**config.mk**
```make
export PLATFORM = sky130hd
export DESIGN_NAME = ines_loader
export DESIGN_NICKNAME = d
export VERILOG_FILES = /design/src/rtl/ines_loader.sv
export SDC_FILE = /design/constraint.sdc
export NUM_CORES = 1
export LEC_CHECK = 0
export BUFFER_PORTS_ARGS = -buffer_cell sky130_fd_sc_hd__buf_2
export CAP_MARGIN = 20
export CELL_PAD_IN_SITES_DETAIL_PLACEMENT = 1
export CELL_PAD_IN_SITES_GLOBAL_PLACEMENT = 2
export CORE_MARGIN = 2
export CORE_UTILIZATION = 35
export DETAILED_ROUTE_END_ITERATION = 10
export PLACE_DENSITY = 0.78
export SYNTH_ARGS = -nofsm -noshare
export SYNTH_HDL_FRONTEND = slang
export SYNTH_SLANG_ARGS = --single-unit
```
**constraint.sdc**
```tcl
create_clock -name clk_cpu -period 4.6 [get_ports clk_cpu]
set_input_delay 0.46 -clock clk_cpu [delete_from_list [all_inputs] [get_ports clk_cpu]]
set_output_delay 0.46 -clock clk_cpu [all_outputs]
set_load 0.02 [all_outputs]
```
**src/rtl/ines_loader.sv**
```systemverilog
// Purpose : parses an iNES byte stream and writes the PRG and CHR images into cart memories.
// Latency : each accepted PRG/CHR byte is written one cycle later (registered write port).
// Backpressure : in_ready is high while loading and low once the image is done or the header is rejected.
//
// Ports:
//   clk_cpu, rst_n                : single rising-edge clock, asynchronous active-low reset
//   in_data, in_valid, in_ready   : iNES file byte stream; a byte moves when in_valid and in_ready are both high
//   prg_addr, prg_data, prg_we    : PRG memory write port (one write per accepted PRG byte)
//   chr_addr, chr_data, chr_we    : CHR memory write port (one write per accepted CHR byte)
//   mirrorv, mapper               : header fields handed to the cart
//   done, error                   : image fully loaded / header rejected; both hold until reset
//
// Build option: define INES_TRAINER_SKIP_EN to skip a 512-byte trainer (header byte 6 bit 2).
// Without it, a header that announces a trainer is rejected.

module ines_loader #(
  parameter int PRG_AW = 15,
  parameter int CHR_AW = 13
) (
  input  logic              clk_cpu,
  input  logic              rst_n,
  input  logic [7:0]        in_data,
  input  logic              in_valid,
  output logic              in_ready,
  output logic [PRG_AW-1:0] prg_addr,
  output logic [7:0]        prg_data,
  output logic              prg_we,
  output logic [CHR_AW-1:0] chr_addr,
  output logic [7:0]        chr_data,
  output logic              chr_we,
  output logic              mirrorv,
  output logic [7:0]        mapper,
  output logic              done,
  output logic              error
);

  // ---------------------------------------------------------------------------
  // State encoding
  // ---------------------------------------------------------------------------
  localparam logic [2:0] ST_HEADER  = 3'd0;
`ifdef INES_TRAINER_SKIP_EN
  localparam logic [2:0] ST_TRAINER = 3'd1;
`endif
  localparam logic [2:0] ST_PRG     = 3'd2;
  localparam logic [2:0] ST_CHR     = 3'd3;
  localparam logic [2:0] ST_DONE    = 3'd4;
  localparam logic [2:0] ST_ERROR   = 3'd5;

  // Largest image each memory can hold, in bytes.
  localparam logic [31:0] PRG_LIMIT = 32'd1 << PRG_AW;
  localparam logic [31:0] CHR_LIMIT = 32'd1 << CHR_AW;

  // ---------------------------------------------------------------------------
  // Registers
  // ---------------------------------------------------------------------------
  logic [2:0]        state;
  logic [2:0]        state_nx;
  logic [3:0]        hdr_cnt;
  logic [7:0]        prg_banks;
  // Counters and terminal counts carry one extra bit so a full-size image
  // (exactly 2^AW bytes) is representable without wrapping to zero.
  logic [PRG_AW:0]   prg_cnt;
  logic [PRG_AW:0]   prg_total;
  logic [CHR_AW:0]   chr_cnt;
  logic [CHR_AW:0]   chr_total;
`ifdef INES_TRAINER_SKIP_EN
  logic              has_trainer;
  logic [8:0]        trn_cnt;
`endif

  // ---------------------------------------------------------------------------
  // Combinational helpers
  // ---------------------------------------------------------------------------
  logic              accept;
  logic [31:0]       prg_bytes;
  logic [31:0]       chr_bytes;
  logic              size_bad;
  logic [PRG_AW:0]   prg_cnt_inc;
  logic [CHR_AW:0]   chr_cnt_inc;

  assign accept = in_valid & in_ready;

  function automatic logic [7:0] magic_byte(input logic [1:0] idx);
    case (idx)
      2'd0:    magic_byte = 8'h4E;
      2'd1:    magic_byte = 8'h45;
      2'd2:    magic_byte = 8'h53;
      default: magic_byte = 8'h1A;
    endcase
  endfunction

  // Size legality is judged while byte 5 (chr_banks) is on the bus, using the
  // prg_banks value latched from byte 4. Arithmetic is done at 32 bits so the
  // largest bank counts cannot overflow before the compare.
  always_comb begin
    prg_bytes = {24'd0, prg_banks} << 14;
    chr_bytes = {24'd0, in_data} << 13;
    size_bad  = (prg_banks == 8'd0) || (prg_bytes > PRG_LIMIT) || (chr_bytes > CHR_LIMIT);
  end

  assign prg_cnt_inc = prg_cnt + 1'b1;
  assign chr_cnt_inc = chr_cnt + 1'b1;

  // ---------------------------------------------------------------------------
  // Next-state logic
  // ---------------------------------------------------------------------------
  always_comb begin
    state_nx = state;
    case (state)
      ST_HEADER: begin
        if (accept) begin
          if (hdr_cnt < 4'd4) begin
            if (in_data != magic_byte(hdr_cnt[1:0])) state_nx = ST_ERROR;
          end else if (hdr_cnt == 4'd5) begin
            if (size_bad) state_nx = ST_ERROR;
          end else if (hdr_cnt == 4'd6) begin
`ifndef INES_TRAINER_SKIP_EN
            // No trainer support in this build: such an image cannot be loaded.
            if (in_data[2]) state_nx = ST_ERROR;
`endif
          end else if (hdr_cnt == 4'd15) begin
`ifdef INES_TRAINER_SKIP_EN
            state_nx = has_trainer ? ST_TRAINER : ST_PRG;
`else
            state_nx = ST_PRG;
`endif
          end
        end
      end
`ifdef INES_TRAINER_SKIP_EN
      ST_TRAINER: begin
        if (accept && (trn_cnt == 9'd511)) state_nx = ST_PRG;
      end
`endif
      ST_PRG: begin
        if (accept && (prg_cnt_inc == prg_total)) begin
          // No CHR banks means the cart uses CHR-RAM; nothing more to load.
          state_nx = (chr_total != '0) ? ST_CHR : ST_DONE;
        end
      end
      ST_CHR: begin
        if (accept && (chr_cnt_inc == chr_total)) state_nx = ST_DONE;
      end
      default: state_nx = state; // DONE and ERROR hold until reset
    endcase
  end

  // ---------------------------------------------------------------------------
  // Sequential logic
  // ---------------------------------------------------------------------------
  always_ff @(posedge clk_cpu or negedge rst_n) begin
    if (!rst_n) begin
      state       <= ST_HEADER;
      in_ready    <= 1'b0;
      hdr_cnt     <= '0;
      prg_banks   <= '0;
      prg_cnt     <= '0;
      prg_total   <= '0;
      chr_cnt     <= '0;
      chr_total   <= '0;
      prg_addr    <= '0;
      prg_data    <= '0;
      prg_we      <= 1'b0;
      chr_addr    <= '0;
      chr_data    <= '0;
      chr_we      <= 1'b0;
      mirrorv     <= 1'b0;
      mapper      <= '0;
`ifdef INES_TRAINER_SKIP_EN
      has_trainer <= 1'b0;
      trn_cnt     <= '0;
`endif
    end else begin
      state    <= state_nx;
      // Registered from the next state so ready drops on the same edge that
      // enters DONE/ERROR, and first rises one edge after reset releases.
      in_ready <= (state_nx != ST_DONE) && (state_nx != ST_ERROR);
      prg_we   <= 1'b0;
      chr_we   <= 1'b0;

      if (accept) begin
        case (state)
          ST_HEADER: begin
            hdr_cnt <= hdr_cnt + 1'b1;
            case (hdr_cnt)
              4'd4: prg_banks <= in_data;
              4'd5: begin
                prg_total <= prg_bytes[PRG_AW:0];
                chr_total <= chr_bytes[CHR_AW:0];
              end
              4'd6: begin
                mirrorv     <= in_data[0];
                mapper[3:0] <= in_data[7:4];
`ifdef INES_TRAINER_SKIP_EN
                has_trainer <= in_data[2];
`endif
              end
              4'd7: mapper[7:4] <= in_data[7:4];
              default: ; // magic already checked; bytes 8-15 are unused
            endcase
          end
`ifdef INES_TRAINER_SKIP_EN
          ST_TRAINER: trn_cnt <= trn_cnt + 1'b1;
`endif
          ST_PRG: begin
            prg_we   <= 1'b1;
            prg_data <= in_data;
            prg_addr <= prg_cnt[PRG_AW-1:0];
            prg_cnt  <= prg_cnt_inc;
          end
          ST_CHR: begin
            chr_we   <= 1'b1;
            chr_data <= in_data;
            chr_addr <= chr_cnt[CHR_AW-1:0];
            chr_cnt  <= chr_cnt_inc;
          end
          default: ;
        endcase
      end
    end
  end

  assign done  = (state == ST_DONE);
  assign error = (state == ST_ERROR);

endmodule

```
Yosys cells after proc, flatten, opt, wreduce, memory -nomap -nowiden
Cells that the tools add are included.
{ "classes": {"addsub": 3, "mul": 0, "n_div": 0, "n_lt_le_gt_ge": 3, "n_eq_ne": 16, "shift": 0, "n_mux": 20, "bitwise": 1, "reduce_logical": 15} }
{ "op_table": {"columns": ["cell", "n"], "rows": [
  ["2-to-1 mux 3 bit", 11],
  ["2-to-1 mux 8 bit", 3],
  ["greater-than comparator 22 x 16 -> 1 bit, second input constant", 1],
  ["greater-than comparator 21 x 14 -> 1 bit, second input constant", 1],
  ["one-hot mux 7 bit (3 select lines)", 1],
  ["adder 16 x 1 -> 16 bit, second input constant", 1],
  ["== test 16 bit", 1],
  ["== test 4 x 3 -> 1 bit, second input constant", 4],
  ["adder 14 x 1 -> 14 bit, second input constant", 1],
  ["== test 14 bit", 1],
  ["AND reduction 3 bit", 4],
  ["one-hot mux 3 bit (3 select lines)", 1],
  ["zero test 8 bit", 1],
  ["!= test 8 bit", 1],
  ["== test 3 x 2 -> 1 bit, second input constant", 2],
  ["== test 3 bit, second input constant", 2],
  ["!= test 3 bit, second input constant", 2],
  ["AND reduction 2 bit", 3],
  ["adder 4 x 1 -> 4 bit, second input constant", 1],
  ["== test 4 bit, second input constant", 1],
  ["< comparator 4 x 3 -> 1 bit, second input constant", 1],
  ["2-to-1 mux 1 bit", 4],
  ["logical AND 1 bit", 3],
  ["zero test 3 bit", 1],
  ["other kinds (5)", 6]
]} }
{ "totals": {"regBits": 104, "latchBits": 0, "mem_bits_rw": 0, "rom_bits": 0, "input_bits": 11, "output_inout_bits": 58, "wordCells": 75, "mem_count": 0} }

Longest topological paths before layout
Gate-level depths: netlist of run 1.
{ "depth": {"word_depth": 12, "depth_mapped": 8, "ltp_nobuf": 8} }

Worst setup path after synthesis of run 1
No wires, ideal clock.
{ "synth_timing": {"kind": "register -> register", "from": "register chr_cnt[1]", "to": "register state[2]", "setup_time_ps": 124, "t_arrival_ps": 1923, "required_ps": 4476, "setup_slack_ps": 2553, "path_stages_with_launch": 8, "n_path_buf": 0, "synth_period_minus_slack_ps": 2047, "path_cell_list": "dfrtp_1 -> ha_1 -> and3_1 -> and4_1 -> a31oi_1 -> nor3_1 -> a211o_1 -> or2_1"} }
{ "synth_via": {"elab_chain_len": 5} }
{ "synth_rtl": {"columns": ["element", "line", "text"], "rows": [
  ["start, declared", "64", "logic [CHR_AW:0] chr_cnt;"],
  ["start signal, assigned", "215", "chr_cnt <= chr_cnt_inc;"],
  ["adder 14 x 1 -> 14 bit", "102", "assign chr_cnt_inc = chr_cnt + 1'b1;"],
  ["== test 14 bit", "142", "if (accept && (chr_cnt_inc == chr_total)) state_nx = ST_DONE;"],
  ["logical AND 1 bit", "142", null],
  ["2-to-1 mux 3 bit", "142", null],
  ["one-hot mux 3 bit (3 select lines)", "109", "case (state)"],
  ["via state_nx[2]", "57", "logic [2:0] state_nx;"],
  ["end signal, assigned", "174", "state <= state_nx;"],
  ["end, declared", "56", "logic [2:0] state;"]
]} }
The timed path passes the listed nets, and every way through them passes these cells.
A chain may end at the register's enable or synchronous reset.

Worst setup path after layout of run 1
{ "layout_timing": {"from": "register state[2]", "to": "register chr_cnt[11]"} }
{ "layout_via": {"elab_chain_len": 2} }
{ "layout_rtl": {"columns": ["element", "line", "text"], "rows": [
  ["== test 3 x 2 -> 1 bit", "182", "case (state)"],
  ["AND reduction 2 bit (no line)", null, null]
]} }
No other way between the ends.

==> results of run 1 <==
==> synthesized netlist by cell type (6+ instances only) <==
library cell / n
o21ai_0: 9
a21oi_1: 6
a31oi_1: 6
nor2_1: 21
xor2_1: 18
nand4_1: 17
xnor2_1: 29
ha_1: 8
nand3_1: 13
buf_2: 7
nor4_1: 8
inv_1: 6
nand2_1: 89
mux2_2: 44
clkbuf_1: 13
dfrtp_1: 104
==> worst max-delay path, stage by stage, from the launching register on <==
cell      delay [ps]
dfrtp_1          430
nand2b_1         280
or2_2            590
inv_2            440
nand4_1          260
nor2_1           170
xor2_1           160
==> layout make-up <==
type | count | share of cell area [%]
inverter | 7 | 0.456
tap | 180 | 3.91
multi-input combinational | 329 | 39.1
timing repair buffer | 69 | 6.08
sequential | 104 | 45.2
clock inverter | 6 | 1.13
clock buffer | 10 | 4.15
==> through the flow <==
stage	hold WS, ps	worst slack, ps
6_report	201	2170
5_1_grt	275	1950
4_1_cts	232	2130
3_5_place_dp	460	2120
3_3_place_gp	459	2240
2_1_floorplan	164	2550
==> cell families after synthesis <==
group,count (synthesis),synth area share (%)
multiplexers,44,9.83
AO/OA/AOI/OAI,43,6.25
adder cells (fa/ha/maj),8,1.99
XOR/XNOR,47,8.17
buffers and inverters,36,3.85
AND/OR/NAND/NOR,187,18.3
flip-flops,104,51.6
==> state kept, by name, indices dropped and copies added, names as in the netlist, 2 cells and up <==
| register | cells |
|---|---|
| prg_addr | 15 |
| state | 3 |
| prg_cnt | 16 |
| hdr_cnt | 4 |
| prg_total | 2 |
| prg_banks | 8 |
| mapper | 8 |
| chr_cnt | 14 |
| chr_addr | 13 |
| prg_data | 8 |
| chr_data | 8 |
==> power by group through the flow <==
stage | combinational, W | clock, W | sequential (W)
after floorplan | 0.000217 | 0 | 0.00108
after global placement | 0.000292 | 0 | 0.00108
after detailed placement | 0.000298 | 0 | 0.00108
after CTS | 0.000302 | 0.000806 | 0.00107
after global routing | 0.000327 | 0.000842 | 0.00108
final | 0.000295 | 0.000783 | 0.00107
==> path summary, 6_finish.rpt <==
check | start | endpoint | slack, ps | depth (start not counted)
worst max register to register | state[2] | chr_cnt[11] | 2170 | 6
worst max-delay path | state[2] | chr_cnt[11] | 2170 | 6
max in group asynchronous | rst_n | prg_total[15] | 3380 | 2
worst min-delay path | rst_n | prg_cnt[12] | 200 | 1
min in group clk_cpu | in_data[1] | chr_data[1] | 400 | 3
worst min register to register | chr_addr[4] | chr_addr[4] | 480 | 2
==> routing by layer <==
layer	wire [µm]	part of all wire (%)	GRT usage [%]
met3	505	4.3	3.21
met1	5720	49	23.0
met4	196	1.7	5.97
met2	5190	45	24.7
met5	0	0	0
==> results.cfg, run 1 <==
[placement]
dp_cells = 689
placed_cell_area_um2 = 5460
dp_hpwl_um = 8070
gp_congestion = 0.784
place.port_buffers = 68

[power]
clock_power_share_pct = 36.5
finalPower_w = 0.00214
p_leak_nw = 2.86
p_seq_share_pct = 49.7
switchingPower_w = 0.000600
pwr_density_cell_nw_per_um2 = 372
combPwrFrac_pct = 13.8
max-vdd-ir-drop_v = 0.000195
swShare_pct = 28.0
p_int_w = 0.00154

[floorplanning]
chipWidth_um = 124
design.portCount = 69
die_area_um2 = 15400
die_h_um = 124
initial_core_util_pct = 36.0
design.core.area_um2 = 14000
rows = 43

[clock_tree]
cts.htree.levels = 3
cts.path.max_buffers = 2
cts.clk_slew.worst_paths_ps = 70
cts_tree = yes
clock_latency_ps = 350
cts_made_buffers = 9
hold_buffers = 0
cts_sinks = 104
post_cts_buffers = 0
cts-root-buf = clkbuf_16
ctsResizeCount = 0

[finish]
seq_area_um2 = 2600
layout_common_cells = 104 x dfrtp_1, 89 x nand2_1, 67 x buf_2
drive_above_1_share_pct = 27.2
multiInputGateArea_um2 = 2250
area_delta_synth_final_pct = 14.3
finalNetCount = 539
final_common_cell = dfrtp_1
design_area_um2 = 5760
utilization_pct = 41.2
n_antenna_cell = 0
fin_cells = 705
fillers = 1596

[critical_path]
endpoint_kind = flip-flop
worst-setup-path-type = reg2reg
cp-start-kind = flip-flop
crit_path_max_fanout = 29
cp_data_arrival_time_ps = 2700
required_ps = 4870

[yosys]
synth_nets = 488
synth_top_area_share_pct = 51.6
synth-main-ff-cell = dfrtp_1
synthDominantAreaCellType = dfrtp_1
syn_area_per_cell_um2 = 10.7
synth_edf_count = 0
yosys-top-cells-area = dfrtp_1 52%, mux2_2 9.8%, nand2_1 6.6%, xnor2_1 5.0%, xor2_1 3.1%
ys_ff_latch = 104
synth.cell_area_um2 = 5040
synth_cells = 469
yosysUniqueCellTypes = 55
ys_warn_count = 0
async_flop_share_pct = 100
ys_seq_area_share_pct = 51.6

[sta]
tightest_slew_ps = 989
min_period_ps = 2430
fmaxAchievable_ghz = 0.411
maxSlewHeadroom_pct = 33.9
fin_crit_sh_pct = 52.8
worst_clock_skew_ps = 9.83
hold_viol = 0
rsz0062_at_grt = no
setup_viol = 0
finalMaxSlewViolations = 0
tns_ps = 0

[hold_path]
min_path_type = in2async

[global_routing]
grt_overflow = 0
grt_max_degree = 65
grt_pass1_vias = 3623
grtUsageTotal_pct = 16.2
antenna_found_initial = 0
grt_pass1_wl_um = 19200

[drt]
drt_iter0_markers = 168
ant_nets = 0
routed_via_density = 5.19
vias = 3660
dr.pass1.iters = 4
wl_um = 11600
wl_per_cell_um = 16.5
drc = 0

[status]
status = finished, final reports clean

[job]
maxCapViolCount = 0
Note: power is estimated with default switching activity, not from simulation.
==> run 2: changes to the inputs <==
--- a/config.mk
+++ b/config.mk
@@ -5,14 +5,15 @@
 export SDC_FILE = /design/constraint.sdc
 export NUM_CORES = 1
 export LEC_CHECK = 0
+export ABC_AREA = 1
 export BUFFER_PORTS_ARGS = -buffer_cell sky130_fd_sc_hd__buf_2
 export CAP_MARGIN = 20
 export CELL_PAD_IN_SITES_DETAIL_PLACEMENT = 1
 export CELL_PAD_IN_SITES_GLOBAL_PLACEMENT = 2
 export CORE_MARGIN = 2
-export CORE_UTILIZATION = 35
+export CORE_UTILIZATION = 34
 export DETAILED_ROUTE_END_ITERATION = 10
-export PLACE_DENSITY = 0.78
+export PLACE_DENSITY = 0.83
 export SYNTH_ARGS = -nofsm -noshare
 export SYNTH_HDL_FRONTEND = slang
 export SYNTH_SLANG_ARGS = --single-unit
==> constraint.sdc (replaced) <==
create_clock -name clk_cpu -period 2.4 [get_ports clk_cpu]
set_input_delay 0.24 -clock clk_cpu [delete_from_list [all_inputs] [get_ports clk_cpu]]
set_output_delay 0.24 -clock clk_cpu [all_outputs]
set_load 0.02 [all_outputs]
==> results.cfg, run 2 <==
[status]
status = finished, final reports clean

[sta]
setup_viol = 0
fin_ws_ps = 312
fmaxAchievable_ghz = 0.479
worst_clock_skew_ps = 10.7
tightest_slew_ps = 879
tns_ps = 0
min_period_ps = 2090
hold_ws_ps = 254
rsz0062_at_grt = no
maxSlewHeadroom_pct = 41.3
fin_crit_sh_pct = 87.0
hold_viol = 0
finalMaxSlewViolations = 0

[yosys]
yosys-top-cells-area = dfrtp_1 52%, nand2_1 15%, o21ai_0 9.4%, inv_1 4.7%, nor2_1 3.9%
synth_top_area_share_pct = 51.5
synth-main-ff-cell = dfrtp_1
syn_area_per_cell_um2 = 7.93
synthDominantAreaCellType = dfrtp_1
synth.cell_area_um2 = 5050
async_flop_share_pct = 100
synth_cells = 637
synth_nets = 656
ys_seq_area_share_pct = 51.5
synth.most_common_cell = nand2_1
ys_top_cells_by_count = 200 x nand2_1, 104 x dfrtp_1, 95 x o21ai_0
yosysUniqueCellTypes = 28
ys_ff_latch = 104
ys_warn_count = 0
synth_edf_count = 0

[clock_tree]
cts-root-buf = clkbuf_16
cts.clk_slew.worst_paths_ps = 80
cts_sinks = 104
cts_made_buffers = 9
post_cts_buffers = 0
cts_tree = yes
cts.path.max_buffers = 2
clock_latency_ps = 360
cts.htree.levels = 3

[placement]
dp_hpwl_um = 10200
gp_congestion = 0.820
pre_cts_slack_ps = 270
place.port_buffers = 68

[finish]
top_regs = prg_cnt (16), prg_addr (15), chr_cnt (14)
largest_reg_flops = 16
fillers = 1815
finalNetCount = 726
layout_common_cells = 200 x nand2_1, 102 x dfrtp_1, 95 x o21ai_0
seq_area_um2 = 2610
top_register = prg_cnt
drive_above_1_share_pct = 15.3
n_antenna_cell = 0
multiInputGateArea_um2 = 2150
area_delta_synth_final_pct = 17.3
final_common_cell = nand2_1

[global_routing]
grt_overflow = 0
grt_pass1_wl_um = 23800
grt_max_degree = 68
antenna_found_initial = 0
grtUsageTotal_pct = 18.5
grt_pass1_vias = 4767

[floorplanning]
initial_core_util_pct = 34.8
rows = 44
design.portCount = 69
die_area_um2 = 15900
chipWidth_um = 126
design.core.area_um2 = 14500
die_h_um = 126

[critical_path]
crit_chain = ha_1 > nand3_1 > nor2_2 > nand2_1 > nand2_1 > nand2_1 > nor2_1 > nand3_1 > nor2_1 > nand3_1 > nand2_1 > nand2_1 > nor2_2 > nand3_1
cp_slowest_cell = dfrtp_2
worst-setup-path-type = reg2reg
worst_path_largest_cell_delay_ps = 410
required_ps = 2640
crit_top_cell = nand2_1
endpoint_kind = flip-flop
crit_path_max_fanout = 6
cp-start-kind = flip-flop
cp_data_arrival_time_ps = 2330

[drt]
vias = 4434
routed_via_density = 4.95
wl_per_cell_um = 15.4
wl_um = 13800
drc = 0
drt_iter0_markers = 192
dr.pass1.iters = 4
ant_nets = 0

[power]
swShare_pct = 23.0
p_seq_share_pct = 52.1
clock_power_share_pct = 45.6
combPwrFrac_pct = 2.3
p_leak_nw = 2.94
pwr_density_cell_nw_per_um2 = 567
max-vdd-ir-drop_v = 0.000320
switchingPower_w = 0.000774
p_int_w = 0.00259

[job]
maxCapViolCount = 0

[hold_path]
min_path_type = in2reg
run 2: changes by cell type after synthesis, sizes merged, moves of 6 or more:
cell	previous run	this run
nand2	89	204
o21ai	10	98
inv	7	65
mux2	44	1
nor2	21	63
xnor2	29	1
nand3	13	36
buf	14	3
nor4	9	0
xor2	18	9
and4	7	0
and3	6	0
run 2: path summary, 6_finish.rpt:
kind	start	endpoint	slack (ps)	cells after the start
min in group asynchronous	rst_n	prg_data[6]	390	2
min	in_data[5]	prg_banks[5]	250	3
min reg2reg	prg_data[6]	prg_data[6]	480	2
max	chr_cnt[1]	in_ready	310	14
max reg2reg	chr_cnt[1]	in_ready	310	14
max in group asynchronous	rst_n	chr_cnt[1]	1250	3
run 2: timing repair:
item                                    4_1_cts  5_1_grt
hold buffers                                  1        0
resized for setup                             0        2
endpoints found under the setup margin        0        2
endpoints found under the hold margin        37        0
run 2: critical path: cells and delay by family (launching register included):
family | cells | cell delay (ps)
and+or+nand+nor | 13 | 1360
adders and majority gates | 1 | 200
DFF | 1 | 410
run 2: cell families (layout without fill, tap and decap cells):
kind of cell	after synthesis	after routing	synth area share, %
AO/OA/AOI/OAI	108	108	11.1
adder cells (fa/ha/maj)	8	8	1.98
AND/OR/NAND/NOR	326	326	27.4
buffers and inverters	80	155	6.02
XOR/XNOR	10	10	1.73
multiplexers	1	1	0.223
flip-flops	104	104	51.5
run 2: cell type report:
type                       instances  area share [%]
inverter                          66            4.18
clock inverter                     7            1.31
multi-input combinational        453            36.2
timing repair buffer              73            6.67
sequential                       104            44.0
clock buffer                       9            3.80
tap                              184            3.88
run 2: stage by stage:
stage	utilization, %	cell area [µm²]	power, W	std cells
after floorplan	-	5050	0.00180	637
after global placement	38.6	5610	0.00186	879
after detailed placement	38.6	5610	0.00187	879
after CTS	40.8	5920	0.00341	896
after global routing	40.8	5930	0.00349	896
final	40.8	5930	0.00336	896
run 2: power groups by stage:
stage	clock network [W]	logic [W]	registers (W)
after global routing	0.00165	0.0000877	0.00175
after CTS	0.00158	0.0000812	0.00175
after detailed placement	0	0.0000801	0.00179
after global placement	0	0.0000774	0.00179
final	0.00153	0.0000767	0.00175
after floorplan	0	0.0000145	0.00179
run 2: metal layers:
metal / global-route usage (%) / routed length, µm / up-vias
met2: 30.9 / 6570 / 65
met5: 0 / 0 / -
met3: 2.59 / 362 / 19
met1: 24.3 / 6510 / 2157
li1: - / - / 2193
met4: 7.43 / 313 / 0
==> run 3: changes to the inputs <==
--- a/config.mk
+++ b/config.mk
@@ -10,9 +10,9 @@
 export CAP_MARGIN = 20
 export CELL_PAD_IN_SITES_DETAIL_PLACEMENT = 1
 export CELL_PAD_IN_SITES_GLOBAL_PLACEMENT = 2
-export CORE_MARGIN = 2
 export CORE_UTILIZATION = 34
 export DETAILED_ROUTE_END_ITERATION = 10
+export GPL_TIMING_DRIVEN = 0
 export PLACE_DENSITY = 0.83
 export SYNTH_ARGS = -nofsm -noshare
 export SYNTH_HDL_FRONTEND = slang
==> results.cfg, run 3 (synthesis gave the netlist of run 2 again) <==
[status]
status = finished, final reports clean

[finish]
area_delta_synth_final_pct = 20.0
finalNetCount = 743
final_common_cell = nand2_1
largest_reg_flops = 16
top_register = prg_cnt
drive_above_1_share_pct = 16.5
top_regs = prg_cnt (16), prg_addr (15), chr_cnt (14)
layout_common_cells = 200 x nand2_1, 102 x dfrtp_1, 94 x o21ai_0
utilization_pct = 41.7
design_area_um2 = 6060
fillers = 1817

[sta]
finalMaxSlewViolations = 0
hold_viol = 0
hold_ws_ps = 262
fmaxAchievable_ghz = 0.455
fin_ws_ps = 201
fin_crit_sh_pct = 91.6
tightest_slew_ps = 593
setup_viol = 0
rsz0062_at_grt = no
min_period_ps = 2200
worst_clock_skew_ps = 7.74
maxSlewHeadroom_pct = 60.5

[clock_tree]
cts_tree = yes
cts_sinks = 104
cts.clk_slew.worst_paths_ps = 80
cts.path.max_buffers = 2
cts-root-buf = clkbuf_16
cts_made_buffers = 9
clock_latency_ps = 360
cts.htree.levels = 3

[global_routing]
grt_overflow = 0
grtUsageTotal_pct = 20.3
top_usage_layer = met2
met3_usage_pct = 3.25
grt_pass1_vias = 4652
grtUsageMet1_pct = 26.9
grt_max_degree = 63
grt_pass1_wl_um = 23600
gr-usage-met2_pct = 33.1
antenna_found_initial = 0

[placement]
placed_cell_area_um2 = 5650
place.port_buffers = 68
dp_hpwl_um = 10700
pre_cts_slack_ps = 77.5
gp_congestion = 0.856

[drt]
vias = 4539
routed_via_density = 4.97
dr.pass1.iters = 4
ant_nets = 0
drt_iter0_markers = 203
wl_per_cell_um = 15.6
wl_um = 14300
drc = 0

[floorplanning]
die_h_um = 124
chipWidth_um = 124
design.portCount = 69
rows = 44
design.core.area_um2 = 14500
initial_core_util_pct = 34.8
die_area_um2 = 15400

[critical_path]
cp-start-kind = flip-flop
crit_path_max_fanout = 5
reg2reg_depth = 13
rr_startpoint = prg_cnt[1]
endpoint_kind = flip-flop
cp_data_arrival_time_ps = 2420
required_ps = 2620
r2r_slack_ps = 200
rr_endpoint = in_ready
worst-setup-path-type = reg2reg

[power]
max-vdd-ir-drop_v = 0.000264
p_leak_nw = 2.99
pwr_density_cell_nw_per_um2 = 570

[hold_path]
hold_depth = 3
min-delay-start = in_data[3]
hold_end = chr_data[3]
min_path_type = in2reg

[job]
maxCapViolCount = 0
==> run 3: cell types whose count changed in the layout (fill, tap and decap cells not counted), moves of 2 or more <==
cell / before / now
ha_2: 0 / 2
nor2_4: 5 / 7
nor2_1: 52 / 49
ha_1: 8 / 6
buf_2: 67 / 70
buf_4: 4 / 7
clkbuf_1: 0 / 12
==> run 3: layer usage <==
layer,share of wire (%),routed length (µm)
met5,0,0
met4,1.6,233
met3,2.8,405
met2,48,6790
met1,48,6850
==> run 3: metrics by stage <==
step / TNS (ps) / cells / power [W]
3_5_place_dp: 0 / 890 / 0.00187
3_3_place_gp: -16100 / 889 / 0.00186
2_1_floorplan: 0 / 637 / 0.00180
4_1_cts: 0 / 907 / 0.00350
6_report: 0 / 914 / 0.00346
5_1_grt: 0 / 913 / 0.00357
==> run 3: worst max path at each step <==
stage / depth (start not counted) / startpoint / slack, ps / endpoint
after global routing: 14 / chr_cnt[0] / 2 / in_ready
after detailed placement: 14 / prg_cnt[0] / 80 / in_ready
final: 13 / prg_cnt[1] / 200 / in_ready
after CTS: 14 / prg_cnt[0] / 40 / in_ready
after floorplan: 14 / chr_cnt[1] / 630 / in_ready
after global placement: 1 / rst_n / -160 / prg_data[2]
==> run 3: what timing repair did <==
action	in CTS	in global routing
setup buffers	0	6
endpoints found under the hold margin	42	0
setup endpoints to repair	0	2
hold buffers	1	0
resized for setup	0	11
==> run 3: worst max-delay path, stage by stage (launching register included) <==
cell and delay [ps]:
dfrtp_1 420, ha_2 240, nand2_1 120, nor2_4 180, buf_4 130, nand3b_1 90
nand2_1 80, nand2_1 60, nor2_1 140, nand3_1 100, nor2_1 160, nand4_1 110
nand3_1 120, nand3_1 120
==> run 3: layout make-up <==
| cell class | count | area [µm²] | area share [%] |
|---|---|---|---|
| Sequential cell | 104 | 2610 | 43.0 |
| Multi-Input combinational cell | 453 | 2170 | 35.9 |
| Timing Repair Buffer | 76 | 425 | 7.02 |
| Inverter | 66 | 248 | 4.09 |
| Tap cell | 184 | 230 | 3.80 |
| Clock buffer | 10 | 229 | 3.78 |
| Clock inverter | 6 | 91.3 | 1.51 |
| Buffer | 14 | 56.3 | 0.929 |
| Antenna cell | 1 | 2.50 | 0.0413 |
==> run 3: report_power, final <==
part           switching, W  internal (W)
Combinational     0.0000622     0.0000165
Sequential                0       0.00175
Clock              0.000704      0.000923
